### config.mk
export PLATFORM = sky130hd
export DESIGN_NAME = series_accumulator_flat
export DESIGN_NICKNAME = d
export VERILOG_FILES = /design/src/rtl/series_accumulator_if.sv /design/src/rtl/series_accumulator.sv /design/src/flat_wrapper.sv
export SDC_FILE = /design/constraint.sdc
export NUM_CORES = 1
export LEC_CHECK = 0
export CAP_MARGIN = 10
export CELL_PAD_IN_SITES_DETAIL_PLACEMENT = 0
export CELL_PAD_IN_SITES_GLOBAL_PLACEMENT = 1
export CORE_MARGIN = 3
export CORE_UTILIZATION = 47
export CTS_CLUSTER_DIAMETER = 100
export DETAILED_ROUTE_END_ITERATION = 6
export GPL_TIMING_DRIVEN = 0
export PLACE_DENSITY_LB_ADDON = 0.1
export SLEW_MARGIN = 10
export SYNTH_ARGS = -nofsm -noshare
export SYNTH_HDL_FRONTEND = slang
export SYNTH_SLANG_ARGS = --single-unit
### constraint.sdc
create_clock -name clk -period 8.1 [get_ports clk]
set_input_delay 1.62 -clock clk [delete_from_list [all_inputs] [get_ports clk]]
set_output_delay 1.62 -clock clk [all_outputs]
set_load 0.005 [all_outputs]
### src/rtl/series_accumulator_if.sv
`default_nettype none
// +--------------------------------------------------------------------+
// | series_accumulator_if : control/result bundle for series_accumulator|
// | rev 1.0                                                              |
// +--------------------------------------------------------------------+
interface series_accumulator_if #(
  parameter int CNT_W = 6,
  parameter int ACC_W = 16
);
  logic             start;
  logic             abort;
  logic [1:0]       mode;
  logic [CNT_W-1:0] target;
  logic             busy;
  logic             done;
  logic [CNT_W-1:0] count;
  logic [ACC_W-1:0] accumulated;
  logic             overflow;

  modport master (
    output start, abort, mode, target,
    input  busy, done, count, accumulated, overflow
  );

  modport slave (
    input  start, abort, mode, target,
    output busy, done, count, accumulated, overflow
  );
endinterface
`default_nettype wire

### src/rtl/series_accumulator.sv
`default_nettype none
// +--------------------------------------------------------------------+
// | series_accumulator : iterates k=1..N folding sum k, sum k^2 or N!  |
// | rev 1.0                                                              |
// +--------------------------------------------------------------------+
module series_accumulator #(
  parameter int CNT_W = 6,
  parameter int ACC_W = 16
) (
  input  wire logic            clk,
  input  wire logic            rst_n,
  series_accumulator_if.slave  bus
);
  localparam int WIDE_W = ACC_W + 2 * CNT_W;

  typedef enum logic [1:0] {
    IDLE = 2'd0,
    RUN  = 2'd1,
    DONE = 2'd2
  } state_t;

  state_t           state_q, state_d;
  logic [1:0]       mode_q, mode_d;
  logic [CNT_W-1:0] target_q, target_d;
  logic [CNT_W-1:0] count_q, count_d;
  logic [ACC_W-1:0] acc_q, acc_d;
  logic             ovf_q, ovf_d;
  logic             busy_q, busy_d;
  logic             done_q, done_d;

  logic [CNT_W-1:0]  count_inc;
  logic [WIDE_W-1:0] acc_ext;
  logic [WIDE_W-1:0] term_ext;
  logic [WIDE_W-1:0] acc_next;
  logic              acc_next_ovf;

  assign count_inc = count_q + CNT_W'(1);
  assign acc_ext   = WIDE_W'(acc_q);
  assign term_ext  = WIDE_W'(count_inc);

  // Wide enough that neither k^2 nor acc*k can wrap before the range test.
  always_comb begin
    case (mode_q)
      2'b01:   acc_next = acc_ext + term_ext * term_ext;
      2'b10:   acc_next = acc_ext * term_ext;
      default: acc_next = acc_ext + term_ext;
    endcase
    acc_next_ovf = |acc_next[WIDE_W-1:ACC_W];
  end

  always_comb begin
    state_d  = state_q;
    mode_d   = mode_q;
    target_d = target_q;
    count_d  = count_q;
    acc_d    = acc_q;
    ovf_d    = ovf_q;
    done_d   = 1'b0;

    if (bus.abort) begin
      state_d = IDLE;
      count_d = '0;
      acc_d   = '0;
      ovf_d   = 1'b0;
    end else begin
      case (state_q)
        IDLE: begin
          if (bus.start) begin
            mode_d   = bus.mode;
            target_d = bus.target;
            count_d  = '0;
            ovf_d    = 1'b0;
            acc_d    = (bus.mode == 2'b10) ? ACC_W'(1) : '0;
            state_d  = RUN;
          end
        end
        RUN: begin
          if (count_q < target_q) begin
            count_d = count_inc;
            // Saturated result is frozen; the index keeps advancing to N.
            if (!ovf_q) begin
              if (acc_next_ovf) begin
                acc_d = '1;
                ovf_d = 1'b1;
              end else begin
                acc_d = acc_next[ACC_W-1:0];
              end
            end
          end else begin
            state_d = DONE;
            done_d  = 1'b1;
          end
        end
        DONE:    state_d = IDLE;
        default: state_d = IDLE;
      endcase
    end

    busy_d = (state_d == RUN);
  end

  always_ff @(posedge clk or negedge rst_n) begin
    if (!rst_n) begin
      state_q  <= IDLE;
      mode_q   <= 2'b00;
      target_q <= '0;
      count_q  <= '0;
      acc_q    <= '0;
      ovf_q    <= 1'b0;
      busy_q   <= 1'b0;
      done_q   <= 1'b0;
    end else begin
      state_q  <= state_d;
      mode_q   <= mode_d;
      target_q <= target_d;
      count_q  <= count_d;
      acc_q    <= acc_d;
      ovf_q    <= ovf_d;
      busy_q   <= busy_d;
      done_q   <= done_d;
    end
  end

  assign bus.busy        = busy_q;
  assign bus.done        = done_q;
  assign bus.count       = count_q;
  assign bus.accumulated = acc_q;
  assign bus.overflow    = ovf_q;
endmodule
`default_nettype wire

### src/flat_wrapper.sv
// flat-port wrapper written by rule: the top's interface ports become plain ports
module series_accumulator_flat 
#(
  parameter int CNT_W = 6,
  parameter int ACC_W = 16
)
  (clk, rst_n, bus_start, bus_abort, bus_mode, bus_target, bus_busy, bus_done, bus_count, bus_accumulated, bus_overflow);
  series_accumulator_if #(.CNT_W(CNT_W), .ACC_W(ACC_W)) bus_i ();
  input  wire logic clk;
  input  wire logic rst_n;
  input wire logic [$bits(bus_i.start)-1:0] bus_start;
  input wire logic [$bits(bus_i.abort)-1:0] bus_abort;
  input wire logic [$bits(bus_i.mode)-1:0] bus_mode;
  input wire logic [$bits(bus_i.target)-1:0] bus_target;
  output wire logic [$bits(bus_i.busy)-1:0] bus_busy;
  output wire logic [$bits(bus_i.done)-1:0] bus_done;
  output wire logic [$bits(bus_i.count)-1:0] bus_count;
  output wire logic [$bits(bus_i.accumulated)-1:0] bus_accumulated;
  output wire logic [$bits(bus_i.overflow)-1:0] bus_overflow;
  assign bus_i.start = bus_start;
  assign bus_i.abort = bus_abort;
  assign bus_i.mode = bus_mode;
  assign bus_i.target = bus_target;
  assign bus_busy = bus_i.busy;
  assign bus_done = bus_i.done;
  assign bus_count = bus_i.count;
  assign bus_accumulated = bus_i.accumulated;
  assign bus_overflow = bus_i.overflow;
  series_accumulator #(.CNT_W(CNT_W), .ACC_W(ACC_W)) u_core (.clk(clk), .rst_n(rst_n), .bus(bus_i));
endmodule
# After elaboration in Yosys (flattened, before gate mapping)
# Index checks and enable logic that the tools add are counted.
[totals]
regBits = 35
latchBits = 0
ramBits = 0
mem_bits_ro = 0
input_bits = 12
word_cells = 54
n_memories = 0
[op_classes]
addsub = 3
multipliers = 2
div_mod_pow = 0
order_cmp = 1
n_eq_ne = 8
shift = 0
mux = 25
bitwise = 1
reduce_logical = 6
[ops]
columns = ["cell", "n"]
rows = [
  ["16-bit two-way mux", 5],
  ["28-bit one-hot mux with 2 select lines", 1],
  ["16-bit one-hot mux with 2 select lines", 1],
  ["16-bit by 28-bit adder with 28-bit output", 1],
  ["16-bit by 6-bit multiplier with 22-bit output", 1],
  ["6-bit two-way mux", 3],
  ["16-bit by 6-bit adder with 17-bit output", 1],
  ["6-bit by 6-bit multiplier with 12-bit output", 1],
  ["6-bit one-hot mux with 2 select lines", 1],
  ["12-bit OR reduction", 1],
  ["1-bit two-way mux", 9],
  ["6-bit by 1-bit adder with 6-bit output (second input constant)", 1],
  ["2-bit by 1-bit equality test with 1-bit output (second input constant)", 3],
  ["6-bit less-than comparator", 1],
  ["2-bit two-way mux", 3],
  ["3-bit inequality test (second input constant)", 2],
  ["3-bit AND reduction", 2],
  ["2-bit equality test (second input constant)", 2],
  ["2-bit one-hot mux with 2 select lines", 1],
  ["4-bit AND reduction", 1],
  ["3-bit by 2-bit inequality test with 1-bit output (second input constant)", 1],
  ["3-bit nonzero test", 1],
  ["2-bit zero test", 1],
  ["1-bit one-hot mux with 2 select lines", 1],
  ["1-bit NOT", 1],
]

# Depth between registers and ports, before layout
# Gate-level depths: netlist of run 1.
[logic_depth]
word_depth = 10
depth_mapped = 30

# Least setup slack after synthesis of run 1
# Ideal clock, no wire load.
[synth_path]
path_type = "reg-to-reg"
from = "register u_core.count_q[0] (netlist: u_core.bus.count[0])"
to = "register u_core.ovf_q (netlist: u_core.bus.overflow)"
t_arrival_ns = 6.228
slack_ns = 1.752
stages_incl_launch_ff = 28
path_buffers = 3
cell_sequence = "dfrtp_1 > clkbuf_1 > inv_1 > clkbuf_1 > ha_1 > clkbuf_1 > nor2_1 > fa_1 > inv_1 > fa_1 > inv_1 > fa_1 > ha_1 > a21o_1 > a21oi_1 > o21bai_1 > a21oi_1 > o21bai_1 > a21oi_1 > xnor2_1 > ha_1 > a21oi_1 > o21ai_0 > o21ai_1 > a211oi_1 > nand3b_2 > or3_1 > and3_1"
[synth_between]
elab_chain_len = 10
word_cells_on_any_way = 15
cone_classes = "add/sub (3); mul (2); order compare (1); eq/ne (1); mux (6); reduce/logical (2)"
[synth_lines]
columns = ["item", "line", "rtl"]
rows = [
  ["start: declaration", "series_accumulator.sv:25", "logic [CNT_W-1:0] count_q, count_d;"],
  ["start signal: assignment", "series_accumulator.sv:116", "count_q <= count_d;"],
  ["6-bit by 1-bit adder with 6-bit output", "series_accumulator.sv:37", "assign count_inc = count_q + CNT_W'(1);"],
  ["6-bit by 6-bit multiplier with 12-bit output", "series_accumulator.sv:44", "2'b01: acc_next = acc_ext + term_ext * term_ext;"],
  ["16-bit by 28-bit adder with 28-bit output", "series_accumulator.sv:44", ""],
  ["28-bit one-hot mux with 2 select lines", "series_accumulator.sv:43", "case (mode_q)"],
  ["12-bit OR reduction", "series_accumulator.sv:48", "acc_next_ovf = |acc_next[WIDE_W-1:ACC_W];"],
  ["1-bit two-way mux", "series_accumulator.sv:82", "if (acc_next_ovf) begin"],
  ["1-bit two-way mux", "series_accumulator.sv:81", "if (!ovf_q) begin"],
  ["1-bit two-way mux", "series_accumulator.sv:78", "if (count_q < target_q) begin"],
  ["1-bit one-hot mux with 2 select lines", "series_accumulator.sv:66", "case (state_q)"],
  ["1-bit two-way mux", "series_accumulator.sv:60", "if (bus.abort) begin"],
  ["end signal: assignment", "series_accumulator.sv:118", "ovf_q <= ovf_d;"],
  ["end: declaration", "series_accumulator.sv:27", "logic ovf_q, ovf_d;"],
]
# Several ways; a longest one is shown, not always the timed one. The select of a mux whose other input is x is not followed.
# A chain may end at the register's enable or synchronous reset.

# Worst setup path in the final report of run 1
[layout_path]
from = "register u_core.count_q[0] (netlist: u_core.bus.count[0])"
to = "register u_core.acc_q[9] (netlist: u_core.bus.accumulated[9])"
[layout_between]
elab_chain_len = 10
word_cells_on_any_way = 15
cone_classes = "add/sub (3); mul (2); order compare (1); eq/ne (1); mux (6); reduce/logical (2)"
[layout_lines]
columns = ["item", "line", "rtl"]
rows = [
  ["6-bit by 1-bit adder with 6-bit output", "series_accumulator.sv:37", ""],
  ["6-bit by 6-bit multiplier with 12-bit output", "series_accumulator.sv:44", ""],
  ["16-bit by 28-bit adder with 28-bit output", "series_accumulator.sv:44", ""],
  ["28-bit one-hot mux with 2 select lines", "series_accumulator.sv:43", ""],
  ["12-bit OR reduction", "series_accumulator.sv:48", ""],
  ["16-bit two-way mux", "series_accumulator.sv:82", ""],
  ["16-bit two-way mux", "series_accumulator.sv:81", ""],
  ["16-bit two-way mux", "series_accumulator.sv:78", ""],
  ["16-bit one-hot mux with 2 select lines", "series_accumulator.sv:66", ""],
  ["16-bit two-way mux", "series_accumulator.sv:60", ""],
  ["end signal: assignment", "series_accumulator.sv:108", "acc_q <= '0;"],
  ["end signal: assignment", "series_accumulator.sv:117", "acc_q <= acc_d;"],
  ["end: declaration", "series_accumulator.sv:26", "logic [ACC_W-1:0] acc_q, acc_d;"],
]
# Several ways; a longest one is shown, not always the timed one. The select of a mux whose other input is x is not followed.

==> impl_metrics.csv, run 1 <==
group,metric,value,unit
outcome,status,"complete, no violations",
final_layout,design_area,7410,um2
power_and_ir_drop,power,0.766,mW
clock_tree,cts_buffer_depth,2,
timing,fin_crit,7.80,ns
drt,drt_pass1_iterations,5,
setup_path,crit_start,"u_core.bus.count[0]",
setup_path,rr_worst_depth,26,
floorplan,rows,42,
setup_path,reg2reg_to,"u_core.bus.accumulated[9]",
power_and_ir_drop,leakage,3.64,nW
clock_tree,cts_max_level,2,
final_layout,fin_util,54.6,%
timing,drv_slew,0,
synthesis,synth-warning-count,0,
timing,max_freq,128,MHz
timing,setup_viol,0,
setup_path,cp-start-kind,"register",
synthesis,ys_top_cells_by_area,"fa_1 20%, ha_1 13%, dfrtp_1 13%",
placement,dp_slack,-0.209,ns
drt,drc,0,
floorplan,die_w,125,um
run,maxCapViolCount,0,
clock_tree,cts_sinks,35,
timing,tns,0,ns
synthesis,synthArstFlopShare,100,%
setup_path,r2r-start,"u_core.bus.count[0]",
clock_tree,clkTransAtPathRegs,0.06,ns
setup_path,crit_arrival,8.00,ns
final_layout,area_growth_syn_to_layout,11.4,%
drt,vias,6195,
setup_path,critPathKind,"reg2reg",
global_route,track_usage,25.6,%
placement,place.gp.congestion,0.916,
synthesis,ys_types,68,
timing,rsz0062_at_grt,"no",
floorplan,die-area,15600,um2
floorplan,start_util,49.1,%
final_layout,drive_above_1_share,4.62,%
drt,wire_per_inst,19.6,um
synthesis,yosysMostFrequentCell,"nand2_1",
timing,fin_crit_sh,96.4,%
global_route,grt_max_degree,27,
synthesis,synth.ff_latch_count,35,
global_route,grt_pass1_vias,5933,
synthesis,syn_nets,970,
timing,setup_ws,0.296,ns
setup_path,critical_path_required,8.29,ns
placement,numPortBuffers,36,
clock_tree,root_buffer,"clkbuf_16",
floorplan,core_area,13600,um2
synthesis,synth_ff_type,"dfrtp_1",
final_layout,n_antenna_cell,0,
final_layout,multi_input_area,5240,um2
setup_path,slowest_delay,0.71,ns
clock_tree,cts_made_buffers,5,
timing,worst_slew_pin_slew,1.04,ns
floorplan,io_pins,37,
global_route,grt_remaining_overflow,0,
floorplan,dieHeight,125,um
global_route,grt_pass1_wl,32.6,mm
final_layout,seqCellArea,876,um2
setup_path,cp-end-kind,"register",
synthesis,syn_area_per_cell,8.10,um2
drt,drt_wl_total,20.4,mm
power_and_ir_drop,ir_drop,0.0846,mV
clock_tree,post_cts_buffers,0,
setup_path,crit_path_end,"u_core.bus.accumulated[9]",
synthesis,synthCells,821,
synthesis,synth_top_cell_area_share,19.9,%
placement,postPlaceCellArea,7250,um2
synthesis,yosys.area.top_type,"fa_1",
final_layout,final_nets,1013,
setup_path,crit_fanout,11,
final_layout,fill_cells,1317,
min_path,hold_path_class,"reg2reg",
drt,via_per_inst,5.95,
synthesis,netlist_area,6650,um2
synthesis,synthTopCellsByCount,"114 x nand2_1, 104 x inv_1, 71 x ha_1",
drt,drtIter0Drc,448,
clock_tree,cts_tree,"built",
clock_tree,insertion_delay,0.28,ns
setup_path,reg2reg_slack,0.30,ns
power_and_ir_drop,p_per_area,103,nW/um2
timing,hold_viol,0,
global_route,antenna_found_initial,0,
timing,slew_headroom,30.6,%
synthesis,ys_seq_area_share,13.2,%
drt,drtAntennaViolNets,0,
synthesis,synth-edff-count,0,
timing,finClkSkew,0.00550,ns
clock_tree,ctsHoldBuffers,0,
setup_path,slowest_stage,"ha_1",
placement,dpl.hpwl,16.3,mm
[cell usage in the layout (no fill, tap or decap), types with 5 or more instances in the layout]
master	instances
a211oi_1	7
a21o_1	11
a21oi_1	45
a221oi_1	8
a22oi_1	5
a31oi_1	6
and2_1	23
and3_1	7
clkbuf_1	20
clkbuf_16	5
clkdlybuf4s50_1	35
dfrtp_1	35
fa_1	66
ha_1	71
inv_1	104
nand2_1	114
nand2b_1	10
nand3_1	22
nand4_1	7
nor2_1	45
nor2b_1	14
nor3_1	21
o211ai_1	5
o21a_1	9
o21ai_0	46
o21bai_1	6
o31ai_1	9
xnor2_1	22
xor2_1	18
[how the worst min path moves through the flow]
stage | startpoint | slack [ns] | cells past startpoint | to
2_1_floorplan | u_core.target_q[0] | 0.47 | 1 | u_core.target_q[0]
3_3_place_gp | u_core.target_q[0] | 0.50 | 1 | u_core.target_q[0]
3_5_place_dp | u_core.target_q[0] | 0.51 | 1 | u_core.target_q[0]
4_1_cts | u_core.target_q[0] | 0.52 | 1 | u_core.target_q[0]
5_1_grt | u_core.target_q[0] | 0.54 | 1 | u_core.target_q[0]
6_report | u_core.target_q[0] | 0.52 | 1 | u_core.target_q[0]
[state kept, by name, summed over array words and instances, names as in the netlist]
signal,cells
u_core.state_q,2
u_core.mode_q,2
u_core.bus.busy,1
u_core.target_q,6
u_core.bus.accumulated,16
u_core.bus.done,1
u_core.bus.count,6
u_core.bus.overflow,1
[cells by family after synthesis]
family          count (synthesis)  synth area share [%]
mux                             5                 0.790
fa+ha+maj                     137                  33.2
xor+xnor                       41                  5.40
compound gates                193                  19.9
buf+inv                       135                  8.16
flops                          35                  13.2
simple gates                  275                  19.4
[cell type report]
cell class	instances	area share, %
Clock buffer	6	1.87
Sequential cell	35	11.8
Timing Repair Buffer	37	5.07
Tap cell	176	2.97
Clock inverter	2	0.220
Inverter	104	5.27
Buffer	30	2.04
Multi-Input combinational cell	651	70.7
[where the power goes]
group | leakage, nW | switching, mW | internal, mW
logic | 3.09 | 0.223 | 0.123
registers | 0.470 | 0.0233 | 0.194
clock network | 0.0731 | 0.0794 | 0.123
[per-layer routing]
| metal | global-route usage [%] | part of all wire [%] | up-vias |
|---|---|---|---|
| met4 | 4.53 | 1.9 | 0 |
| met5 | 0 | 0 | - |
| met3 | 4.05 | 6.3 | 31 |
| met1 | 37.9 | 46 | 3078 |
| li1 | - | - | 2873 |
| met2 | 40.4 | 45 | 213 |
[timing repair]
item	in CTS	in global routing
pin swaps	0	0
gates resized for setup	1	3
setup endpoints to repair	17	17
[per-stage QoR]
step / cells / hold WS [ns]
after floorplan: 821 / 0.473
after global placement: 1033 / 0.503
after detailed placement: 1034 / 0.506
after CTS: 1042 / 0.520
after global routing: 1041 / 0.538
final: 1041 / 0.516
[worst max-delay path: cells and delay by family, from the launching register on]
family                   cells  cell delay [ns]
buffers and inverters        5             0.98
AO/OA/AOI/OAI               11             2.52
adder cells (fa/ha/maj)      6             2.94
AND/OR/NAND/NOR              3             0.67
flip-flops                   1             0.45
XOR/XNOR                     1             0.11
Note: power is estimated with default switching activity, not from simulation.
==> run 2, diff against run 1 <==
Settings changed: CORE_MARGIN 3 to default.
==> run 2 against run 1 <==
  * Clock-buffer cell count down 1
  * Non-clock buffer count unchanged
  * Critical path depth down 1
  * Combinational power about the same
  * Worst hold slack worse by 0.0014 ns
  * Sequential power about the same
  * Wire length down 1.3%
  * Power up 4.2%
==> impl_metrics.csv, run 2 (synthesis results as in run 1) <==
group,metric,value,unit
outcome,status,"complete, no violations",
setup_path,crit_arrival,7.84,ns
timing,finClkSkew,0.00190,ns
setup_path,slowest_delay,0.78,ns
setup_path,cp-end-kind,"register",
floorplan,dieHeight,121,um
setup_path,reg2reg_slack,0.46,ns
final_layout,final_nets,1013,
min_path,hold_start,"u_core.target_q[0]",
final_layout,n_antenna_cell,0,
clock_tree,cts_buffer_depth,2,
drt,vias,6158,
run,maxCapViolCount,0,
placement,place.gp.congestion,0.921,
drt,drtAntennaViolNets,0,
global_route,grt_remaining_overflow,0,
setup_path,slowest_stage,"xor2_1",
placement,numPortBuffers,36,
setup_path,rr_worst_depth,25,
timing,slew_headroom,29.3,%
final_layout,most-common-layout-cells,"114 x nand2_1, 104 x inv_1, 70 x ha_1, 66 x fa_1, 46 x o21ai_0",
min_path,hold_path_class,"reg2reg",
floorplan,die_w,121,um
setup_path,cp-start-kind,"register",
global_route,track_usage,29.1,%
floorplan,io_pins,37,
setup_path,r2r-start,"u_core.bus.count[1]",
clock_tree,cts_tree,"built",
timing,fin_crit,7.64,ns
clock_tree,post_cts_buffers,0,
setup_path,crit_fanout,10,
final_layout,drive_above_1_share,4.74,%
setup_path,critical_path_required,8.30,ns
clock_tree,cts_max_level,2,
clock_tree,clkTransAtPathRegs,0.06,ns
global_route,grt_pass1_wl,32.5,mm
drt,drtIter0Drc,594,
timing,hold_viol,0,
power_and_ir_drop,ir_drop,0.0859,mV
final_layout,layout_commonest_cell,"nand2_1",
clock_tree,insertion_delay,0.29,ns
final_layout,area_growth_syn_to_layout,11.8,%
clock_tree,cts_sinks,35,
drt,drc,0,
final_layout,fill_cells,1339,
setup_path,path_depth,25,
setup_path,critPathKind,"reg2reg",
final_layout,largest_reg_flops,16,
drt,wire_per_inst,19.2,um
setup_path,cp_num_buf_inv,3,
timing,setup_viol,0,
drt,drt_wl_total,20.1,mm
global_route,grt_pass1_vias,6076,
timing,fin_crit_sh,94.3,%
timing,rsz0062_at_grt,"no",
drt,via_per_inst,5.89,
timing,drv_slew,0,
setup_path,reg2reg_to,"u_core.bus.accumulated[11]",
power_and_ir_drop,p_per_area,107,nW/um2
timing,max_freq,131,MHz
setup_path,path_delay_family,"compound AO/OA/AOI/OAI gates",
timing,tns,0,ns
floorplan,rows,43,
floorplan,start_util,48.1,%
min_path,hold_depth,1,
min_path,holdPathEnd,"u_core.target_q[0]",
drt,drt_pass1_iterations,5,
floorplan,core_area,13800,um2
timing,worst_slew_pin_slew,1.06,ns
floorplan,die-area,14600,um2
placement,dpl.hpwl,16.0,mm
global_route,grt_max_degree,34,
clock_tree,root_buffer,"clkbuf_16",
timing,holdWs,0.515,ns
global_route,antenna_found_initial,0,
power_and_ir_drop,leakage,3.65,nW
clock_tree,cts_made_buffers,5,
run 2: per-stage QoR:
stage	total power [mW]	utilization, %	cell area [um2]	setup slack, ns	instances
final	0.798	53.8	7430	0.458	1045
after global routing	0.844	53.8	7430	0.0420	1045
after CTS	0.792	53.7	7430	0.0863	1046
after detailed placement	0.556	52.4	7250	-0.314	1038
after global placement	0.551	52.3	7240	-0.252	1037
after floorplan	0.430	-	6650	1.75	821
run 2: worst max-delay path by stage:
stage | start | end | slack (ns)
global placement | u_core.bus.count[0] | u_core.bus.accumulated[11] | -0.25
floorplan | u_core.bus.count[0] | u_core.bus.overflow | 1.75
CTS | u_core.bus.count[0] | u_core.bus.accumulated[11] | 0.09
detailed placement | u_core.bus.count[0] | u_core.bus.accumulated[11] | -0.31
global route | u_core.bus.count[1] | u_core.bus.accumulated[11] | 0.04
finish | u_core.bus.count[1] | u_core.bus.accumulated[11] | 0.46
run 2: report_power, final:
part	total, mW	switching (mW)	internal [mW]
clock	0.234	0.0873	0.147
sequential	0.218	0.0239	0.194
combinational	0.346	0.223	0.123
run 2: what timing repair did:
| item | in CTS | in global routing |
|---|---|---|
| hold buffers | 0 | 0 |
| resized for setup | 2 | 2 |
| endpoints found under the setup margin | 17 | 17 |
| pin swaps | 0 | 0 |
run 2: metal layers:
metal  vias to the layer above  share of wire, %  global-route usage (%)  routed length [um]
met3                        35               6.6                    4.56                1320
li1                       2871                 -                       -                   -
met2                       229                45                    45.3                9010
met5                         -                 0                       0                   0
met1                      3023                45                    40.6                9070
met4                         0               3.5                    10.7                 702
run 2: worst register-to-register path, delay by kind of cell, from the launching register on:
kind	cells	cell delay, ns
flops	1	0.50
xor+xnor	2	0.90
buf+inv	3	0.70
fa+ha+maj	6	2.24
simple gates	3	0.75
compound gates	11	2.46
run 2: final cells by class:
class	count	area (um2)	area share, %
multi-input combinational	651	5240	70.5
sequential	35	876	11.8
inverter	104	390	5.25
timing repair buffer	37	375	5.05
tap	180	225	3.03
buffer	30	151	2.04
clock buffer	5	125	1.68
clock inverter	3	47.5	0.640
==> run 3, diff against run 2 <==
Clock period 8.1 ns to 7.26 ns, I/O delays scaled along.
==> run 3 against run 2 <==
  * Sequential share of layout area fell by 0.24 points
  * Worst setup slack got worse by 0.075 ns
  * Core utilization rose by 1.1 points
  * First-iteration DRC count rose by 2.2%
  * Flip-flop and latch count did not move
  * Cell area rose by 2.1%
  * Power rose by 12%
  * Register-to-register slack got worse by 0.08 ns
  * Global-route usage barely moved
  * Critical endpoint is now u_core.bus.overflow
==> impl_metrics.csv, run 3 (synthesis results as in run 1) <==
group,metric,value,unit
outcome,status,"complete, no violations",
power_and_ir_drop,p_sw,0.375,mW
drt,drt_pass1_iterations,4,
run,maxCapViolCount,0,
final_layout,drive_above_1_share,6.20,%
clock_tree,cts_sinks,35,
power_and_ir_drop,clockPowerShare,29.2,%
timing,setup_viol,0,
final_layout,design_area,7590,um2
drt,drt_wl_total,20.1,mm
final_layout,seqCellArea,876,um2
clock_tree,cts_buffer_depth,2,
clock_tree,cts_made_buffers,5,
clock_tree,insertion_delay,0.29,ns
final_layout,n_antenna_cell,0,
placement,dp_cells,1038,
drt,drc,0,
timing,rsz0062_at_grt,"no",
power_and_ir_drop,ir_drop,0.0974,mV
power_and_ir_drop,leakage,3.67,nW
power_and_ir_drop,power.internal,0.521,mW
drt,vias,6145,
timing,worst_slew_pin_slew,0.826,ns
setup_path,cp-start-kind,"register",
global_route,antenna_found_initial,0,
timing,hold_viol,0,
power_and_ir_drop,seq_power_share,27.1,%
setup_path,critPathKind,"reg2reg",
placement,place.gp.congestion,0.921,
final_layout,fill_cells,1335,
final_layout,multi_input_area,5330,um2
clock_tree,root_buffer,"clkbuf_16",
clock_tree,clkTransAtPathRegs,0.06,ns
final_layout,final_nets,1019,
timing,fin_crit,6.88,ns
final_layout,fin_util,54.9,%
power_and_ir_drop,p_per_area,118,nW/um2
placement,dpl.hpwl,16.0,mm
drt,drtAntennaViolNets,0,
final_layout,area_growth_syn_to_layout,14.1,%
power_and_ir_drop,power_frac_comb,43.7,%
drt,drtIter0Drc,607,
global_route,track_usage,29.1,%
timing,fin_crit_sh,94.7,%
timing,finClkSkew,0.00241,ns
clock_tree,cts_max_level,2,
setup_path,critical_path_required,7.44,ns
placement,postPlaceCellArea,7250,um2
clock_tree,ctsHoldBuffers,0,
floorplan,start_util,48.1,%
power_and_ir_drop,swShare,41.9,%
timing,drv_slew,0,
final_layout,layout_commonest_cell,"nand2_1",
timing,setup_ws,0.383,ns
global_route,grt_pass1_wl,32.5,mm
floorplan,die_w,121,um
timing,holdWs,0.514,ns
timing,slew_headroom,44.7,%
final_layout,largest_reg_flops,16,
setup_path,crit_fanout,11,
final_layout,most-common-layout-cells,"114 x nand2_1, 103 x inv_1, 70 x ha_1, 66 x fa_1, 46 x o21ai_0",
global_route,grt_remaining_overflow,0,
floorplan,rows,43,
floorplan,dieHeight,121,um
clock_tree,cts_tree,"built",
timing,max_freq,145,MHz
final_layout,finalNonFillerCells,1051,
drt,wire_per_inst,19.1,um
timing,tns,0,ns
floorplan,die-area,14600,um2
setup_path,cp-end-kind,"register",
global_route,grt_pass1_vias,6116,
placement,numPortBuffers,36,
floorplan,core_area,13800,um2
min_path,hold_path_class,"reg2reg",
placement,dp_slack,-1.15,ns
drt,via_per_inst,5.85,
floorplan,io_pins,37,
setup_path,crit_arrival,7.06,ns
global_route,grt_max_degree,34,
power_and_ir_drop,power,0.896,mW
-- run 3: cell types whose count changed in the layout (fill, tap and decap cells not counted), sizes merged --
| cell | previous run | this run |
|---|---|---|
| buf | 8 | 15 |
| inv | 105 | 104 |
| clkinvlp | 0 | 1 |
| clkbuf | 29 | 28 |
-- run 3: routing by layer --
layer  global-route usage, %  vias to the layer above  wire length [um]
li1                        -                     2882                 -
met1                    40.5                     3019              8980
met2                    46.3                      215              9240
met3                    4.37                       29              1290
met4                    8.95                        0               558
met5                       0                        -                 0
-- run 3: power groups by stage --
| stage | Combinational, mW | Sequential, mW | Clock (mW) |
|---|---|---|---|
| floorplan | 0.243 | 0.237 | 0 |
| global placement | 0.370 | 0.245 | 0 |
| detailed placement | 0.374 | 0.246 | 0 |
| CTS | 0.381 | 0.243 | 0.264 |
| global route | 0.428 | 0.246 | 0.272 |
| finish | 0.392 | 0.243 | 0.262 |
-- run 3: cell type report --
class / count / share of cell area [%]
inverters: 104 / 5.19
flip-flops and latches: 35 / 11.5
well taps: 180 / 2.97
clock buffers: 5 / 1.65
clock inverters: 3 / 0.626
multi-input cells: 651 / 70.2
repair buffers: 44 / 5.80
plain buffers: 29 / 2.01
-- run 3: critical path: stages (launching register included) --
cell,delay [ns]
dfrtp_1,0.46
buf_4,0.25
inv_1,0.15
buf_2,0.28
ha_4,0.43
nor2_1,0.10
fa_1,0.51
inv_1,0.07
fa_1,0.54
inv_1,0.05
fa_1,0.48
ha_1,0.34
a21o_1,0.17
a21oi_1,0.22
o21bai_1,0.12
a21oi_1,0.26
o21bai_1,0.10
a21oi_1,0.17
xnor2_1,0.19
ha_1,0.30
a21oi_1,0.21
o21ai_0,0.18
o21ai_2,0.26
a211oi_4,0.11
nand3b_4,0.29
or3_1,0.36
and3_1,0.17
-- run 3: worst paths after layout --
check	from	end	depth (start not counted)	slack, ns
worst max-delay path	u_core.bus.count[0]	u_core.bus.overflow	26	0.38
worst min-delay path	u_core.target_q[0]	u_core.target_q[0]	1	0.51
worst max register to register	u_core.bus.count[0]	u_core.bus.overflow	26	0.38
min in group asynchronous	rst_n	u_core.bus.accumulated[1]	1	0.95
max in group asynchronous	rst_n	u_core.bus.accumulated[15]	2	5.91
worst min register to register	u_core.target_q[0]	u_core.target_q[0]	1	0.51
-- run 3: what timing repair did --
action / in CTS / in global routing
pin swaps: 1 / 1
endpoints found under the setup margin: 17 / 17
gates cloned: 0 / 0
setup buffers: 1 / 6
resized for setup: 11 / 10
==> RTL change 1 (settings of run 3) <==
Re-encode `state_t` (3 states) as one-hot, 3 bits wide.
--- a/src/rtl/series_accumulator.sv
+++ b/src/rtl/series_accumulator.sv
@@ -14,8 +14,8 @@
   localparam int WIDE_W = ACC_W + 2 * CNT_W;
 
-  typedef enum logic [1:0] {
-    IDLE = 2'd0,
-    RUN  = 2'd1,
-    DONE = 2'd2
+  typedef enum logic [2:0] {
+    IDLE = 3'b001,
+    RUN  = 3'b010,
+    DONE = 3'b100
   } state_t;
 
Check against the original RTL: same outputs for any inputs over 10 cycles, from zero or initial values and one cycle with rst_n low; not proved beyond that.
==> RTL change 1 against run 3 <==
  * Worst setup slack got worse by 110 ps
  * Wire length is 4.3% lower
  * Highest routed layer unchanged
  * First-iteration DRC count decreased by 24%
  * Design area is 0.12% lower
  * Critical endpoint is now u_core.bus.accumulated[14]
  * Fmax fell by 1.6%
  * Sequential cell count grew 1
  * Area after synthesis rose by 0.90%
Power is not compared: it rests on default switching activity, and its combinational part moved more than twofold at a synthesized area within 25%.
==> RTL change 1: results (changes against run 3) <==
Global route:
- The wire length of the first global-routing pass is 31.1 mm (-4.3%).
- The fraction of met2 tracks used by global routing is 0.431 (-0.0318).
- The via count of the first global-routing pass is 5865 (-4.1%).
- The pin count of the biggest net entering global routing is 26 (-24%).
- The met1 global-route usage is 0.388 (-0.0167).
- The global routing usage on met3 is 0.0362 (-0.00752).
- The total routing resource utilization after global routing came to 0.274 (-0.0166).

Critical path:
- The delay of the slowest critical-path stage is 600 ps (+60 ps).
- The cell depth of the worst flop-to-flop path is 22 (-15%).
- The worst path arrival time came to 7140 ps (+80 ps).
- The critical path's slowest cell is o41ai_4.

Routing:
- The wire length on met2 is 8.73 mm (-5.5%).
- The number of iterations in the first detailed-routing pass is 5 (+1).
- The mean routed wirelength per cell is 18.6 microns (-2.8%).
- The DRC marker count from the first detailed-route iteration was 461 (-24%).
- The average via count per standard cell is 5.79 (-1.0%).
- The wire length the detailed router placed on met1 is 8.76 mm (-2.5%).
- The via count is 5990 (-2.5%).

Cells and area:
- The clock tree cell share of total cell area is 0.0201 (-0.00261).
- The number of buffers other than clock buffers in the final layout was 72 (-1.4%).
- The register area is 902 sq um (+3.0%).
- The final-layout non-clock buffer area share is 0.0814 (+0.00323).
- The fraction of standard cell area in multi-input logic is 0.696 (-0.00579).
- The share of post-route cells with drive strength above 1 is 0.0737 (+0.0117).
- The non-clock inverter count in the final layout was 107 (+2.9%).
- The multi-input combinational cell count is 632 (-2.9%).
- The layout filler cell count came to 1340 (+0.37%).
- The area of the multi-input gates came to 0.00528 sq mm (-0.94%).
- The area growth from synthesis to layout is 13.0%.
- The count of clock-net buffers in the final layout is 6 (+1).

Placed design:
- The number of cells after detailed placement came to 1023 (-1.4%).
- The worst-case setup slack after placement was -666 ps (+487 ps).
- The routability congestion estimate from global placement is 0.894 (-2.9%).
- The placement-stage cell area is 0.00731 sq mm (+0.83%).

STA:
- The worst clock skew is 7.87 ps (+5.46 ps).

Yosys:
- After synthesis, the cell types taking the most area are fa_1 20%, ha_1 13%, dfrtp_1 13%, inv_1 6.0%, nand2_1 5.6%.
- The average cell area after synthesis is 8.33 sq um (+2.8%).
- The post-synth net total was 955 (-1.5%).
- The register area share after synthesis is 0.134 (+0.00274).
- The commonest cells after synthesis are 107 x inv_1, 100 x nand2_1, 71 x ha_1.
- The unique cell type count in the Yosys netlist was 77 (+13%).

Clock tree:
- The clock-pin slew of the registers on the worst-case setup and hold paths is 60 ps (about the same).
- The H-tree level count is 2 (unchanged).

Run status:
- The flow ran to the end, and the final reports show no timing, DRC or antenna violations.
[RTL change 1: changes by cell type after synthesis, sizes merged, moves of 9 or more]
cell | before | now
a211o | 3 | 12
nor3 | 21 | 7
and2 | 23 | 34
nand2 | 114 | 100
a21oi | 48 | 38
clkbuf | 25 | 15
[RTL change 1: cell families after synthesis]
kind of cell	share of synthesized area
compound gates	0.201
xor+xnor	0.0522
fa+ha+maj	0.329
buf+inv	0.0895
flops	0.134
mux	0.00615
simple gates	0.188
[RTL change 1: final timing paths]
kind | to | slack, ps
setup / recovery | u_core.bus.accumulated[14] | 270
hold / removal | u_core.target_q[0] | 510
setup reg to reg | u_core.bus.accumulated[14] | 270
hold reg to reg | u_core.target_q[0] | 510
max in group asynchronous | u_core.state_q[0] | 5670
min in group asynchronous | u_core.bus.accumulated[4] | 1060
[RTL change 1: what timing repair did]
| action | 4_1_cts | 5_1_grt |
|---|---|---|
| pin swaps | 0 | 1 |
| setup buffers | 0 | 5 |
| gates resized for setup | 8 | 12 |
| setup endpoints to repair | 17 | 15 |
==> RTL change 2 (flow settings as in run 3) <==
Made on the original files. `ACC_W` is set to 16 in 3 places; all go to 32.
--- a/src/rtl/series_accumulator_if.sv
+++ b/src/rtl/series_accumulator_if.sv
@@ -6,5 +6,5 @@
 interface series_accumulator_if #(
   parameter int CNT_W = 6,
-  parameter int ACC_W = 16
+  parameter int ACC_W = 32
 );
   logic             start;
--- a/src/rtl/series_accumulator.sv
+++ b/src/rtl/series_accumulator.sv
@@ -6,5 +6,5 @@
 module series_accumulator #(
   parameter int CNT_W = 6,
-  parameter int ACC_W = 16
+  parameter int ACC_W = 32
 ) (
   input  wire logic            clk,
--- a/src/flat_wrapper.sv
+++ b/src/flat_wrapper.sv
@@ -3,5 +3,5 @@
 #(
   parameter int CNT_W = 6,
-  parameter int ACC_W = 16
+  parameter int ACC_W = 32
 )
   (clk, rst_n, bus_start, bus_abort, bus_mode, bus_target, bus_busy, bus_done, bus_count, bus_accumulated, bus_overflow);
Ports: changed (resized bus_accumulated); port bits go from 37 to 53. No check against the original RTL was run, so the function may have changed too.
==> RTL change 2 against run 3 <==
  * Sequential cell count is 16 higher
  * Wire length is 86% higher
  * First-iteration DRC count is 44% higher
  * Die area is 61% higher
  * Critical path depth is 3 lower
  * Power is 76% higher
  * Design area is 61% higher
  * Area after synthesis is 62% higher
  * Worst setup slack worse by 170 ps
  * Worst hold slack worse by 0.98 ps
  * Sequential share of layout area is 1.1 points lower
  * Largest cell class unchanged
==> RTL change 2: results (changes against run 3) <==
Critical path:
- The top fanout value on the critical path came to 10 (-1).
- For this design, the slowest cell found on the critical path is clkbuf_1.
- The cell depth of the worst flop-to-flop path was 23 (-12%).
- The setup slack of the worst register-to-register path was 210 ps (-170 ps).
- The worst path arrival time is 7210 ps (+150 ps).
- The endpoint identified for the worst register-to-register timing path is u_core.bus.accumulated[29].
- The delay of the slowest critical-path stage is 690 ps (+150 ps).

Yosys:
- In the post-synthesis netlist, the biggest area contributors are fa_1 24%, dfrtp_1 12%, ha_1 10%, nand2_1 7.4%, inv_1 6.0%.
- The unique cell type count in the Yosys netlist came to 68 (unchanged).
- The register area share after synthesis came to 0.118 (-0.0134).
- The post-synth net total is 1607 (+66%).
- By count the netlist is led by 214 x nand2_1, 173 x inv_1, 130 x fa_1.

Placed design:
- The routability congestion estimate from global placement was 0.943 (+2.4%).
- The final HPWL from detailed placement came to 28.9 mm (+80%).
- The number of I/O port buffers is 52 (+44%).
- The placement-stage cell area was 0.0117 sq mm (+61%).

Run status:
- The flow ran to the end, and the final reports show no timing, DRC or antenna violations.

Hold path:
- The hold path endpoint is u_core.target_q[0].
- In this run the most critical hold path is launched from u_core.target_q[0].

Routing:
- The number of iterations in the first detailed-routing pass is 5 (+1).
- The average via count per standard cell is 5.91 (+1.1%).
- The wire length after detailed routing was 37.3 mm (+86%).
- The DRC marker count from the first detailed-route iteration is 874 (+44%).

STA:
- The worst clock skew was 14.1 ps (+11.7 ps).
- The worst slew margin relative to its limit is 0.435 (-0.0118).
- The worst hold margin is 513 ps (-0.980 ps).

Cells and area:
- The layout filler cell count is 2264 (+70%).
- The flip-flop count of the largest register, all copies and words added is 32 (+16).
- The share of post-route cells with drive strength above 1 is 0.0594 (-0.00257).
- The final net count came to 1692 (+66%).

Global route:
- The initial antenna violation count is 1 (+1).
- The via count of the first global-routing pass came to 10195 (+67%).
- The pin count of the biggest net entering global routing came to 32 (-5.9%).
- The wire length of the first global-routing pass was 58.7 mm (+81%).
- The total routing resource utilization after global routing is 0.326 (+0.0350).

Power:
- The peak supply drop is 0.100 mV (+3.1%).
- The total leakage power is 5.50 nW (+50%).

Clock tree:
- The clock latency reported for the late side of the worst-skew pair is 310 ps (+20 ps).
- The clock-pin slew of the registers on the worst-case setup and hold paths is roughly 70 ps.
-- RTL change 2: cell types whose count changed in the layout (fill, tap and decap cells not counted), sizes merged, moves of 14 or more --
cell / before / now
dfrtp: 35 / 51
clkbuf: 28 / 63
clkdlybuf4s50: 35 / 51
nand3: 22 / 37
and2: 23 / 72
xor2: 19 / 33
fa: 66 / 130
nand2: 114 / 214
a21oi: 48 / 72
buf: 15 / 38
o21ai: 49 / 86
ha: 71 / 87
inv: 104 / 172
nor2: 45 / 74
-- RTL change 2: metrics by stage --
step                power, W  setup TNS [ps]  cells  worst slack, ps
floorplan           0.000918               0   1378              560
global placement     0.00127          -51090   1715            -1720
detailed placement   0.00127          -54510   1716            -1830
CTS                  0.00155               0   1737             7.57
global route         0.00168           -46.5   1749            -26.3
finish               0.00158               0   1749              212
-- RTL change 2: metal layers --
| layer | global-route usage | vias to the layer above | routed length (microns) |
|---|---|---|---|
| met5 | 0 | - | 0 |
| met4 | 0.133 | 0 | 1530 |
| met3 | 0.0282 | 75 | 2130 |
| met2 | 0.529 | 376 | 17400 |
| met1 | 0.449 | 5162 | 16200 |
| li1 | - | 4727 | - |
-- RTL change 2: cells by family (layout without fill, tap and decap cells) --
family	after synthesis	count (layout)	share of synthesized area
adder cells (fa/ha/maj)	217	217	0.342
multiplexers	3	3	0.00302
buffers and inverters	243	329	0.0851
flip-flops	51	51	0.118
AND/OR/NAND/NOR	502	502	0.220
AO/OA/AOI/OAI	296	296	0.177
XOR/XNOR	66	66	0.0536
-- RTL change 2: what timing repair did --
action | CTS | global route
gates resized for setup | 34 | 31
cloned | 0 | 1
pin swaps | 4 | 4
setup buffers | 13 | 11
endpoints found under the setup margin | 33 | 33
-- RTL change 2: power breakdown --
| part | internal (W) | switching (W) |
|---|---|---|
| clock network | 0.000128 | 0.000125 |
| logic | 0.000341 | 0.000595 |
| registers | 0.000326 | 0.0000638 |
| total | 0.000796 | 0.000784 |
-- RTL change 2: cell type report --
type,count,area [sq um],area share
multi-input cells,1084,8730,0.714
clock buffers,5,125,0.0102
plain buffers,69,328,0.0268
flip-flops and latches,51,1280,0.105
clock inverters,3,20.0,0.00164
inverters,174,657,0.0537
well taps,285,357,0.0292
repair buffers,78,724,0.0593
-- RTL change 2: worst max path at each step --
| stage | endpoint | slack (ps) | cells past startpoint |
|---|---|---|---|
| after global routing | u_core.bus.accumulated[29] | -30 | 34 |
| after global placement | u_core.bus.accumulated[28] | -1720 | 33 |
| final | u_core.bus.accumulated[29] | 210 | 23 |
| after CTS | u_core.bus.accumulated[29] | 8 | 32 |
| after floorplan | u_core.bus.accumulated[13] | 560 | 32 |
| after detailed placement | u_core.bus.accumulated[28] | -1830 | 33 |
